## src/rtl/fft_ramwriter.sv

```systemverilog
// fft_ramwriter: packs one channel's FFT output frame into the bin RAM.
// Ports: Avalon-ST src_* in, rd_done release in; RAM wren/wraddress/data out,
//        fftdone pulse, busy, sticky overrun/frame_err status out.
module fft_ramwriter #(
    parameter int NPOINT = 1024,
    parameter int AW     = 10,
    parameter int DW     = 14
) (
    input  logic            clk,
    input  logic            reset,
    input  logic            src_valid,
    input  logic            src_sop,
    input  logic            src_eop,
    input  logic [DW-1:0]   src_real,
    input  logic [DW-1:0]   src_imag,
    input  logic [1:0]      src_error,
    input  logic            rd_done,
    output logic            wren,
    output logic [AW-1:0]   wraddress,
    output logic [2*DW-1:0] data,
    output logic            fftdone,
    output logic            busy,
    output logic            overrun,
    output logic            frame_err
);

    typedef enum logic [1:0] {IDLE, WRITE, HOLD, DROP} state_t;

    localparam logic [AW-1:0] LAST = AW'(NPOINT - 1);

    state_t          state_q, state_d;
    logic [AW-1:0]   cnt_q, cnt_d;
    logic            wren_q, wren_d;
    logic [AW-1:0]   addr_q, addr_d;
    logic [2*DW-1:0] data_q, data_d;
    logic            pend_q, pend_d;
    logic            done_q;
    logic            ovr_q, ovr_d;
    logic            ferr_q, ferr_d;
    logic            held_q, held_d;

    logic            take;
    logic [AW-1:0]   bin;

    always_comb begin
        state_d = state_q;
        cnt_d   = cnt_q;
        wren_d  = 1'b0;
        addr_d  = addr_q;
        data_d  = data_q;
        pend_d  = 1'b0;
        ovr_d   = ovr_q;
        ferr_d  = ferr_q;
        held_d  = held_q;
        take    = 1'b0;
        bin     = cnt_q;

        unique case (state_q)
            IDLE: begin
                if (src_valid && src_sop) begin
                    take = 1'b1;
                    bin  = '0;
                end
            end
            WRITE: begin
                if (src_valid) begin
                    take = 1'b1;
                    if (src_sop) begin
                        ferr_d = 1'b1;
                        bin    = '0;
                    end
                end
            end
            HOLD: begin
                if (rd_done) begin
                    held_d  = 1'b0;
                    state_d = IDLE;
                end
                if (src_valid && src_sop) begin
                    if (rd_done) begin
                        take = 1'b1;
                        bin  = '0;
                    end else begin
                        // RAM still owned by readers: discard this frame.
                        ovr_d   = 1'b1;
                        state_d = src_eop ? HOLD : DROP;
                    end
                end
            end
            DROP: begin
                if (rd_done) held_d = 1'b0;
                if (src_valid && src_eop)
                    state_d = (held_q && !rd_done) ? HOLD : IDLE;
            end
            default: state_d = IDLE;
        endcase

        if (take) begin
            if (src_error != 2'd0) begin
                // An errored sample that also ends the frame has nothing
                // left to drop.
                ferr_d  = 1'b1;
                state_d = src_eop ? IDLE : DROP;
            end else begin
                wren_d = 1'b1;
                addr_d = bin;
                data_d = {src_real, src_imag};
                if (src_eop && bin == LAST) begin
                    state_d = HOLD;
                    held_d  = 1'b1;
                    pend_d  = 1'b1;
                end else if (src_eop || bin == LAST) begin
                    ferr_d  = 1'b1;
                    state_d = IDLE;
                end else begin
                    cnt_d   = bin + AW'(1);
                    state_d = WRITE;
                end
            end
        end
    end

    always_ff @(posedge clk) begin
        if (reset) begin
            state_q <= IDLE;
            cnt_q   <= '0;
            wren_q  <= 1'b0;
            addr_q  <= '0;
            data_q  <= '0;
            pend_q  <= 1'b0;
            done_q  <= 1'b0;
            ovr_q   <= 1'b0;
            ferr_q  <= 1'b0;
            held_q  <= 1'b0;
        end else begin
            state_q <= state_d;
            cnt_q   <= cnt_d;
            wren_q  <= wren_d;
            addr_q  <= addr_d;
            data_q  <= data_d;
            // fftdone trails the final RAM write by one cycle.
            pend_q  <= pend_d;
            done_q  <= pend_q;
            ovr_q   <= ovr_d;
            ferr_q  <= ferr_d;
            held_q  <= held_d;
        end
    end

    assign wren      = wren_q;
    assign wraddress = addr_q;
    assign data      = data_q;
    assign fftdone   = done_q;
    assign busy      = (state_q == WRITE) || (state_q == HOLD);
    assign overrun   = ovr_q;
    assign frame_err = ferr_q;

endmodule

```

## config.mk

```make
export PLATFORM = sky130hd
export DESIGN_NAME = fft_ramwriter
export DESIGN_NICKNAME = d
export VERILOG_FILES = /design/src/rtl/fft_ramwriter.sv
export SDC_FILE = /design/constraint.sdc
export NUM_CORES = 1
export LEC_CHECK = 0
export BUFFER_PORTS_ARGS = -buffer_cell sky130_fd_sc_hd__buf_4
export CELL_PAD_IN_SITES_DETAIL_PLACEMENT = 1
export CELL_PAD_IN_SITES_GLOBAL_PLACEMENT = 1
export CORE_MARGIN = 2
export CORE_UTILIZATION = 29
export DETAILED_ROUTE_END_ITERATION = 7
export PLACE_DENSITY = 0.65
export REMOVE_ABC_BUFFERS = 1
export SYNTH_ARGS = -nofsm -noshare
export SYNTH_HDL_FRONTEND = slang
export SYNTH_SLANG_ARGS = --single-unit
```

## constraint.sdc

```tcl
create_clock -name clk -period 2.7 [get_ports clk]
set_input_delay 0.405 -clock clk [delete_from_list [all_inputs] [get_ports clk]]
set_output_delay 0.405 -clock clk [all_outputs]
set_load 0.02 [all_outputs]
```

==> flow_summary.ini <==
[placement]
place_congestion = 0.864
placement.setup.worst_slack_ns = -0.0463
dpl.hpwl_mm = 4.88
io_buffer_count = 78

[power]
power_density_nw_per_um2 = 502
power.static_leakage_nw = 1.32
worst_ir_drop_vdd_uv = 229

[sta]
clock.fmax_mhz = 394
final_worst_path_period_need_ns = 2.54
timing.final.ws_setup_ns = 0.162
grt_setup_unrepaired = false
worst_slew_pin_slew_ns = 0.638
max-slew-margin-rel = 0.575
maxSlewViolCount = 0
hold_ws_ns = 0.328
final_critical_path_share_of_the_clock_period = 0.940
hold_viol_final = 0
tns_ns = 0
setup_violations = 0
finClkSkew_ns = 0.00576

[floorplan]
design.die.area_um2 = 9420
design.portCount = 79
placement_rows = 33
die_width_um = 97.1
design.core.area_um2 = 8300
initial_utilization = 0.303
fp.dieH_um = 97.1

[setup_path]
worst-setup-path-type = register to register
end_kind = register
worstSetupStartpointType = register
timing.critical_path.arrival_ns = 2.74
critPathRequiredTime_ns = 2.90
critical_path.max_fanout = 5

[grt]
grt_util_all_layers = 0.142
grt_max_degree = 60
antenna_found_initial = 0
first_pass_grt_wire_length_mm = 11.3
vias_in_the_first_global_route = 2429
gr-total-overflow = 0

[cts]
clkTransAtPathRegs_ns = 0.10
clock-sinks = 56
h-tree-depth = 2
max_clock_buf_depth = 2
worstSkewPairLatency_ns = 0.31
tritoncts = yes
cts_inserted_buffers = 5
cts.root.buffer_cell = sky130_fd_sc_hd__clkbuf_8
cts_hold_repair.buffers = 0

[detailed_routing]
drt_drc_violations_left = 0
route.detailed.wl_per_inst_um = 13.7
vias = 2431
detailedRoute.firstPassIterationCount = 4
totalWireLength_mm = 6.77
initial_drt_markers = 88
ant_nets = 0
drt-vias-per-instance = 4.92

[synth]
flop_and_latch_count_out_of_synthesis = 56
dominantRegCellSynth = sky130_fd_sc_hd__dfxtp_1
area_leader_netlist = sky130_fd_sc_hd__dfxtp_1
number_of_enable_type_register_cells_in_the_synthesized_netlist = 0
post_synthesis_cell_area_um2 = 2510
synth.yosys.warnings = 0
synth_top_cells_by_area = sky130_fd_sc_hd__dfxtp_1 (45%), sky130_fd_sc_hd__nand2_1 (11%), sky130_fd_sc_hd__a21oi_1 (9.6%), sky130_fd_sc_hd__ha_1 (3.0%), sky130_fd_sc_hd__nand3_1 (2.8%)
synthesis.instances = 309
yosysUniqueCellTypes = 51
async_flop_share = 0
synth_top_area_share = 0.446
post_synth.cell_area_avg_um2 = 8.13
synth.yosys.seq_area_share = 0.446

[worst_hold_path]
worstHoldPathType = primary input to register

[job]
max_capacitance_violation_total = 0

[cells_and_area]
fill_cells = 1021
n_antenna_cell = 0
layout-drive-gt1-share = 0.324
layout.nets = 431
layout-area-overhead-vs-synth_pct = 36.2

[run_status]
outcome = completed
## synth_stat cells, types with 3 or more instances
library cell	instances
sky130_fd_sc_hd__a31oi_1	4
sky130_fd_sc_hd__buf_2	7
sky130_fd_sc_hd__dfxtp_1	56
sky130_fd_sc_hd__nand2b_1	3
sky130_fd_sc_hd__nand3_1	14
sky130_fd_sc_hd__nor3_1	3
sky130_fd_sc_hd__a21oi_1	48
sky130_fd_sc_hd__o21a_1	4
sky130_fd_sc_hd__a211oi_1	3
sky130_fd_sc_hd__o21ai_0	5
sky130_fd_sc_hd__nand2_1	76
sky130_fd_sc_hd__and2_1	4
sky130_fd_sc_hd__inv_1	5
sky130_fd_sc_hd__nor2_1	15
sky130_fd_sc_hd__ha_1	6
sky130_fd_sc_hd__clkbuf_1	11
## sequential cells by signal, indices dropped and copies added, names as in the netlist
name       flops
wren           1
wraddress     10
overrun        1
held_q         1
pend_q         1
fftdone        1
data          28
state_q        2
frame_err      1
cnt_q         10
## worst max-delay path, cell delays in order (launching register included)
cell                        delay (ns)
sky130_fd_sc_hd__dfxtp_4          0.39
sky130_fd_sc_hd__inv_6            0.07
sky130_fd_sc_hd__ha_4             0.14
sky130_fd_sc_hd__a2bb2oi_2        0.15
sky130_fd_sc_hd__a211o_1          0.16
sky130_fd_sc_hd__and2_4           0.17
sky130_fd_sc_hd__ha_4             0.13
sky130_fd_sc_hd__and4_1           0.18
sky130_fd_sc_hd__o211a_1          0.20
sky130_fd_sc_hd__nand3_4          0.12
sky130_fd_sc_hd__nor4_4           0.34
sky130_fd_sc_hd__a21oi_2          0.09
sky130_fd_sc_hd__a2111oi_2        0.30
## report_power, final
part | internal [W] | switching (W) | leakage, nW
registers | 0.000850 | 0.0000187 | 0.454
clock network | 0.000177 | 0.000268 | 0.0400
logic | 0.000183 | 0.000222 | 0.828
total | 0.00121 | 0.000509 | 1.32
## cell families after synthesis
group | Yosys count | synth area share
DFF | 56 | 0.446
and+or+nand+nor | 134 | 0.257
AOI/OAI and AO/OA | 83 | 0.207
adders and majority gates | 6 | 0.0299
buffers and inverters | 27 | 0.0483
muxes | 1 | 0.00399
xor gates and xnor gates | 2 | 0.00698
## area by class of cell
cell class,count,area (µm²),area share
Clock buffer,5,68.8,0.0201
Multi-Input combinational cell,226,1340,0.393
Inverter,6,30.0,0.00878
Tap cell,105,131,0.0384
Timing Repair Buffer,94,706,0.206
Sequential cell,56,1130,0.330
Clock inverter,2,12.5,0.00366
## what timing repair did
| action | 4_1_cts | 5_1_grt |
|---|---|---|
| pin swaps | 0 | 7 |
| buffers inserted | 0 | 3 |
| hold endpoints to repair | 0 | 0 |
| gates resized for setup | 3 | 19 |
| endpoints found under the setup margin | 7 | 9 |
## metrics by stage
stage               cells  utilization  instance area (µm²)  power [W]
CTS                   491        0.400                 3320    0.00172
detailed placement    484        0.389                 3230    0.00126
global placement      484        0.389                 3230    0.00126
floorplan             288            -                 2410    0.00108
global route          494        0.412                 3420    0.00182
finish                494        0.412                 3420    0.00172
## placed cells by master, fill, tap and decap left out, types with 3 or more instances in the layout
| cell | synthesis | layout |
|---|---|---|
| sky130_fd_sc_hd__buf_4 | 1 | 94 |
| sky130_fd_sc_hd__nand2_1 | 76 | 76 |
| sky130_fd_sc_hd__dfxtp_1 | 56 | 54 |
| sky130_fd_sc_hd__a21oi_1 | 48 | 47 |
| sky130_fd_sc_hd__nor2_1 | 15 | 15 |
| sky130_fd_sc_hd__nand3_1 | 14 | 14 |
| sky130_fd_sc_hd__o21ai_0 | 5 | 5 |
| sky130_fd_sc_hd__clkbuf_8 | 0 | 5 |
| sky130_fd_sc_hd__a31oi_1 | 4 | 4 |
| sky130_fd_sc_hd__ha_4 | 0 | 4 |
| sky130_fd_sc_hd__inv_1 | 5 | 3 |
| sky130_fd_sc_hd__o21a_1 | 4 | 3 |
| sky130_fd_sc_hd__a211oi_1 | 3 | 3 |
| sky130_fd_sc_hd__nand2b_1 | 3 | 3 |
## worst paths after layout
check | from | to | slack, ns | depth (start not counted)
setup / recovery | state_q[0] | state_q[1] | 0.16 | 12
hold / removal | src_real[0] | data[14] | 0.33 | 3
setup reg to reg | state_q[0] | state_q[1] | 0.16 | 12
hold reg to reg | pend_q | fftdone | 0.45 | 1
## metal layers
metal / share of wire / up-vias / GRT usage
li1: - / 1222 / -
met1: 0.45 / 1144 / 0.176
met2: 0.49 / 57 / 0.252
met3: 0.049 / 8 / 0.0309
met4: 0.0096 / 0 / 0.0293
met5: 0 / - / 0
No activity file was read; power rests on OpenSTA's default activity.
